File: src/rtl/step_request_if.sv
// Button front-end bus: raw step button in, clean step request, held
// system reset and step counter out.
interface step_request_if;
    logic       btn_raw;
    logic       step_n;
    logic       sys_n_reset;
    logic [7:0] step_cnt;

    // Button / consumer side: drives the raw button, observes the outputs.
    modport master (
        output btn_raw,
        input  step_n,
        input  sys_n_reset,
        input  step_cnt
    );

    // The step_request block itself.
    modport slave (
        input  btn_raw,
        output step_n,
        output sys_n_reset,
        output step_cnt
    );
endinterface

File: src/rtl/step_request.sv
// step_request: synchronises and debounces the active-low step button,
// emits one-cycle active-low step requests and produces a delayed, held
// system reset. Optional auto-repeat while held: STEP_AUTOREPEAT_EN.
module step_request #(
    parameter int DEBOUNCE_CYCLES = 50000,
    parameter int REPEAT_DELAY    = 10000000,
    parameter int REPEAT_PERIOD   = 2000000,
    parameter int RESET_HOLD      = 16
) (
    input  logic           clk_x2,
    input  logic           n_reset,
    step_request_if.slave  bus
);

    localparam int DB_W   = $clog2(DEBOUNCE_CYCLES + 1);
    localparam int HOLD_W = $clog2(RESET_HOLD + 1);

    localparam logic [DB_W-1:0]   DB_LAST   = DB_W'(DEBOUNCE_CYCLES - 1);
    localparam logic [DB_W-1:0]   DB_ONE    = DB_W'(1);
    localparam logic [HOLD_W-1:0] HOLD_LAST = HOLD_W'(RESET_HOLD - 1);
    localparam logic [HOLD_W-1:0] HOLD_ONE  = HOLD_W'(1);

`ifdef STEP_AUTOREPEAT_EN
    localparam int TM_MAX = (REPEAT_DELAY > REPEAT_PERIOD) ? REPEAT_DELAY : REPEAT_PERIOD;
    localparam int TM_W   = $clog2(TM_MAX + 1);
    localparam logic [TM_W-1:0] DELAY_LAST  = TM_W'(REPEAT_DELAY - 1);
    localparam logic [TM_W-1:0] PERIOD_LAST = TM_W'(REPEAT_PERIOD - 1);
    localparam logic [TM_W-1:0] TM_ONE      = TM_W'(1);
`else
    // The repeat parameters stay on the port list so both builds share one
    // instantiation; nothing is built from them here.
    if (REPEAT_DELAY < 1 || REPEAT_PERIOD < 4) begin : g_repeat_params_unused
    end
`endif

    typedef enum logic [2:0] {
        IDLE,
        PRESS_DB,
        HELD,
        RELEASE_DB
`ifdef STEP_AUTOREPEAT_EN
        ,
        REPEAT
`endif
    } state_t;

    logic              sync1_reg;
    logic              btn_s;
    logic [HOLD_W-1:0] hold_cnt_reg;
    logic              sys_n_reset_reg;

    state_t            state_reg, state_next;
    logic [DB_W-1:0]   db_cnt_reg, db_cnt_next;
    logic              step_n_reg, step_n_next;
    logic [7:0]        step_cnt_reg, step_cnt_next;
    logic              pulse;
`ifdef STEP_AUTOREPEAT_EN
    logic [TM_W-1:0]   timer_reg, timer_next;
`endif

    // Two-flop synchroniser; the only sampler of the raw button.
    always_ff @(posedge clk_x2) begin
        if (!n_reset) begin
            sync1_reg <= 1'b1;
            btn_s     <= 1'b1;
        end else begin
            sync1_reg <= bus.btn_raw;
            btn_s     <= sync1_reg;
        end
    end

    // Hold the system reset low for RESET_HOLD edges after n_reset releases.
    always_ff @(posedge clk_x2) begin
        if (!n_reset) begin
            hold_cnt_reg    <= '0;
            sys_n_reset_reg <= 1'b0;
        end else if (!sys_n_reset_reg) begin
            hold_cnt_reg <= hold_cnt_reg + HOLD_ONE;
            if (hold_cnt_reg == HOLD_LAST) begin
                sys_n_reset_reg <= 1'b1;
            end
        end
    end

    // FSM and counter state register.
    always_ff @(posedge clk_x2) begin
        if (!n_reset) begin
            state_reg    <= IDLE;
            db_cnt_reg   <= '0;
            step_n_reg   <= 1'b1;
            step_cnt_reg <= '0;
`ifdef STEP_AUTOREPEAT_EN
            timer_reg    <= '0;
`endif
        end else begin
            state_reg    <= state_next;
            db_cnt_reg   <= db_cnt_next;
            step_n_reg   <= step_n_next;
            step_cnt_reg <= step_cnt_next;
`ifdef STEP_AUTOREPEAT_EN
            timer_reg    <= timer_next;
`endif
        end
    end

    // Next-state: debounce press/release, step pulses, optional auto-repeat.
    always_comb begin
        state_next    = state_reg;
        db_cnt_next   = db_cnt_reg;
        step_n_next   = 1'b1;
        step_cnt_next = step_cnt_reg;
        pulse         = 1'b0;
`ifdef STEP_AUTOREPEAT_EN
        timer_next    = timer_reg;
`endif
        if (!sys_n_reset_reg) begin
            // Rest of the design is still in reset: stay parked and cleared.
            state_next    = IDLE;
            db_cnt_next   = '0;
            step_cnt_next = '0;
`ifdef STEP_AUTOREPEAT_EN
            timer_next    = '0;
`endif
        end else begin
            case (state_reg)
                IDLE: begin
                    if (!btn_s) begin
                        state_next  = PRESS_DB;
                        db_cnt_next = DB_ONE;
                    end
                end
                PRESS_DB: begin
                    if (btn_s) begin
                        state_next = IDLE;
                    end else if (db_cnt_reg == DB_LAST) begin
                        pulse      = 1'b1;
                        state_next = HELD;
`ifdef STEP_AUTOREPEAT_EN
                        timer_next = '0;
`endif
                    end else begin
                        db_cnt_next = db_cnt_reg + DB_ONE;
                    end
                end
                HELD: begin
                    if (btn_s) begin
                        state_next  = RELEASE_DB;
                        db_cnt_next = DB_ONE;
`ifdef STEP_AUTOREPEAT_EN
                    end else if (timer_reg == DELAY_LAST) begin
                        pulse      = 1'b1;
                        state_next = REPEAT;
                        timer_next = '0;
                    end else begin
                        timer_next = timer_reg + TM_ONE;
`endif
                    end
                end
`ifdef STEP_AUTOREPEAT_EN
                REPEAT: begin
                    if (btn_s) begin
                        state_next  = RELEASE_DB;
                        db_cnt_next = DB_ONE;
                    end else if (timer_reg == PERIOD_LAST) begin
                        pulse      = 1'b1;
                        timer_next = '0;
                    end else begin
                        timer_next = timer_reg + TM_ONE;
                    end
                end
`endif
                RELEASE_DB: begin
                    // Any low sample restarts the release window; no step here.
                    if (!btn_s) begin
                        db_cnt_next = '0;
                    end else if (db_cnt_reg == DB_LAST) begin
                        state_next = IDLE;
                    end else begin
                        db_cnt_next = db_cnt_reg + DB_ONE;
                    end
                end
                default: begin
                    state_next = IDLE;
                end
            endcase

            if (pulse) begin
                step_n_next   = 1'b0;
                step_cnt_next = step_cnt_reg + 8'd1;
            end
        end
    end

    assign bus.step_n      = step_n_reg;
    assign bus.sys_n_reset = sys_n_reset_reg;
    assign bus.step_cnt    = step_cnt_reg;

endmodule
File: src/flat_wrapper.sv
// flat-port wrapper written by rule: the top's interface ports become plain ports
module step_request_flat 
#(
    parameter int DEBOUNCE_CYCLES = 50000,
    parameter int REPEAT_DELAY    = 10000000,
    parameter int REPEAT_PERIOD   = 2000000,
    parameter int RESET_HOLD      = 16
)
  (clk_x2, n_reset, bus_btn_raw, bus_step_n, bus_sys_n_reset, bus_step_cnt);
  step_request_if bus_i ();
  input  logic clk_x2;
  input  logic n_reset;
  input wire logic [$bits(bus_i.btn_raw)-1:0] bus_btn_raw;
  output wire logic [$bits(bus_i.step_n)-1:0] bus_step_n;
  output wire logic [$bits(bus_i.sys_n_reset)-1:0] bus_sys_n_reset;
  output wire logic [$bits(bus_i.step_cnt)-1:0] bus_step_cnt;
  assign bus_i.btn_raw = bus_btn_raw;
  assign bus_step_n = bus_i.step_n;
  assign bus_sys_n_reset = bus_i.sys_n_reset;
  assign bus_step_cnt = bus_i.step_cnt;
  step_request #(.DEBOUNCE_CYCLES(DEBOUNCE_CYCLES), .REPEAT_DELAY(REPEAT_DELAY), .REPEAT_PERIOD(REPEAT_PERIOD), .RESET_HOLD(RESET_HOLD)) u_core (.clk_x2(clk_x2), .n_reset(n_reset), .bus(bus_i));
endmodule
File: config.mk
export PLATFORM = sky130hd
export DESIGN_NAME = step_request_flat
export DESIGN_NICKNAME = d
export VERILOG_FILES = /design/src/rtl/step_request_if.sv /design/src/rtl/step_request.sv /design/src/flat_wrapper.sv
export SDC_FILE = /design/constraint.sdc
export NUM_CORES = 1
export LEC_CHECK = 0
export ABC_CLOCK_PERIOD_IN_PS = 2600
export BUFFER_PORTS_ARGS = -buffer_cell sky130_fd_sc_hd__buf_2
export CORE_ASPECT_RATIO = 1.2
export CORE_MARGIN = 3
export CORE_UTILIZATION = 45
export CTS_BUF_LIST = sky130_fd_sc_hd__clkbuf_8
export DETAILED_ROUTE_END_ITERATION = 7
export SYNTH_ARGS = -nofsm -noshare
export SYNTH_HDL_FRONTEND = slang
export SYNTH_SLANG_ARGS = --single-unit
File: constraint.sdc
create_clock -name clk_x2 -period 2.6 [get_ports clk_x2]
set_input_delay 0.26 -clock clk_x2 [delete_from_list [all_inputs] [get_ports clk_x2]]
set_output_delay 0.26 -clock clk_x2 [all_outputs]
set_load 0.03 [all_outputs]
==> metrics.cfg <==
[cells_and_area]
synthToLayoutAreaGrowth_pct = 11.0
drive_gt1_share_pct = 13.4
largest_reg_flops = 16
antennaDiodeCount = 0
nets = 222
post-route-util_pct = 53.5

[worst_setup_path]
reg2reg_slack_ns = 0.49
critPathLaunch = u_core.btn_s
crit_type = reg -> reg
rr_worst_depth = 4
crit_chain = nor3b_1 > or4_4 > or4_1 > a21oi_1
crit-reg2reg-launch = u_core.btn_s
cp-end-kind = flip-flop
required_ns = 2.81
crit_path_max_fanout = 11
cp-endpoint = u_core.db_cnt_reg[12]
max_stage_delay_ns = 0.62
start_kind = flip-flop
crit_path_top_delay_cell = or4_4
r2r-end = u_core.db_cnt_reg[12]
critPathArrivalTime_ns = 2.33

[drt]
ant_nets = 0
drtIter0Drc = 92
route.detailed.wl_per_inst_um = 14.3
drc = 0
wirelength_mm = 3.84
dr.pass1.iters = 4
num_vias = 1589
avgViaCountPerCell = 5.93

[logic_synthesis]
yosysSeqAreaShare_pct = 38.8
syn_area_mm2 = 0.00181
yosysTopAreaCell = dfxtp_1
synthCells = 204
mappedNetlistNets = 211
yosys-top-cells-area = dfxtp_1 (39%), a21oi_1 (5.3%), or4_1 (5.0%)
synthDominantCellAreaShare_pct = 38.8
synth_edf_count = 0
ys_ff_latch = 35
ys_warn_count = 0
async_reset_ff_share_pct = 0
synth-main-ff-cell = dfxtp_1
avgSynthCellArea_um2 = 8.86
yosysUniqueCellTypes = 48
synth_common_cells = dfxtp_1 (35), a21oi_1 (19), nand2_1 (13)
synth_most_common_cell = dfxtp_1

[clock_tree]
cts_tree = yes
cts_resized = 0
clock_sinks = 35
post_cts.repair.setup_buffers = 0
cts_hold_buf = 0
h-tree-depth = 2
cts_buffers = 5
clockBufferDepth = 2
clkSlewWorstSetupHoldPaths_ns = 0.07
clock_latency_ns = 0.29
cts_root_buf = clkbuf_8

[sta]
rsz0062_at_grt = false
period_needed_ns = 2.11
period_share_pct = 81.3
slew_headroom_pct = 49.4
fmax_mhz = 473
maxSlewViolCount = 0
setup_violations = 0
setup-tns-final_ns = 0
skew_ns = 0.00769
hold_viol_final = 0
tightest_slew_ns = 0.754

[place]
hpwlAfterDp_mm = 2.79
routabilityCongestion = 0.839
port_buffers = 12

[die]
die_w_um = 63.9
ios = 13
dieArea_mm2 = 0.00482
dieHeight_um = 75.4
design.core.area_mm2 = 0.00375
initial_core_util_pct = 48.2
rows = 24

[grt]
antenna_found_initial = 0
grt_pass1_vias = 1410
overflow = 0
track_usage_pct = 17.3
grt_first_pass_wirelength_mm = 6.55
grt_max_degree = 19

[power_and_ir_drop]
cellPowerDensity_mw_per_mm2 = 534
leakage_nw = 0.619
ir_drop_mv = 0.381

[worst_hold_path]
holdCritPathClass = in -> reg
hold_path.startpoint = bus_btn_raw

[job]
maxCapViolations = 0

[run_status]
status = finished clean

-- where the power goes --
| group | internal, W | total (W) | switching [W] |
|---|---|---|---|
| logic | 0.00000972 | 0.0000189 | 0.00000915 |
| registers | 0.000541 | 0.000547 | 0.00000587 |
| clock network | 0.000310 | 0.000505 | 0.000195 |
| total | 0.000861 | 0.00107 | 0.000210 |
-- per-stage QoR --
stage | hold WS, ns | total power, W | setup WS (ns) | instance area (µm²) | instances
final | 0.161 | 0.00107 | 0.486 | 2010 | 268
after global routing | 0.158 | 0.00111 | 0.362 | 2010 | 268
after floorplan | 0.333 | 0.000572 | 0.751 | 1810 | 204
after global placement | 0.446 | 0.000576 | 0.639 | 1890 | 260
after CTS | 0.157 | 0.00108 | 0.517 | 2010 | 268
after detailed placement | 0.429 | 0.000578 | 0.548 | 1890 | 260
-- worst min path at each step --
stage / end / slack (ns) / cells after the start
6_report: u_core.sync1_reg / 0.16 / 2
5_1_grt: u_core.sync1_reg / 0.16 / 2
4_1_cts: u_core.sync1_reg / 0.16 / 2
3_5_place_dp: u_core.btn_s / 0.43 / 1
3_3_place_gp: u_core.btn_s / 0.45 / 1
2_1_floorplan: u_core.btn_s / 0.33 / 1
-- area by class of cell --
| class | count | area (µm²) |
|---|---|---|
| sequential | 35 | 701 |
| inverter | 7 | 26.3 |
| clock buffer | 6 | 82.6 |
| timing repair buffer | 13 | 67.6 |
| tap | 52 | 65.1 |
| multi-input combinational | 153 | 1030 |
| clock inverter | 2 | 35.0 |
| fill | 380 | 1750 |
-- layout by cell type (no fill, tap or decap), types with 4 or more instances in the layout --
cell | Yosys | layout
nand4_1 | 6 | 6
mux2i_1 | 4 | 4
nand2_1 | 13 | 13
and2_1 | 4 | 4
dfxtp_1 | 35 | 35
a21oi_1 | 19 | 19
o21ai_0 | 7 | 7
nor4_1 | 4 | 4
nor2_1 | 5 | 5
xnor2_1 | 5 | 5
inv_1 | 6 | 6
o31ai_1 | 11 | 11
nand3_1 | 11 | 11
or4_1 | 12 | 12
nor3b_1 | 4 | 4
buf_2 | 2 | 12
nand2b_1 | 6 | 6
or3_1 | 4 | 4
clkbuf_8 | 0 | 6
ha_1 | 4 | 4
-- metal layers --
metal	vias to the layer above	part of all wire, %	global-route usage, %	routed length [µm]
met5	-	0	0	0
met4	0	1.4	7.19	53
met3	5	3.4	4.57	131
met2	27	48	29.6	1840
met1	750	47	20.8	1810
li1	807	-	-	-
-- critical path, delay by kind of cell, from the launching register on --
family / cells / cell delay (ns)
simple gates: 3 / 1.32
compound gates: 1 / 0.16
flops: 1 / 0.57
-- logic make-up (layout without fill, tap and decap cells) --
logic type               count (synthesis)  count (layout)  share of synthesized area, %
XOR/XNOR                                 7               7                          3.39
adder cells (fa/ha/maj)                  4               4                          2.77
AND/OR/NAND/NOR                         89              89                          31.5
multiplexers                             4               4                          2.21
buffers and inverters                   16              28                          4.29
AO/OA/AOI/OAI                           49              49                          17.1
flip-flops                              35              35                          38.8
No activity file was read; power rests on OpenSTA's default activity.
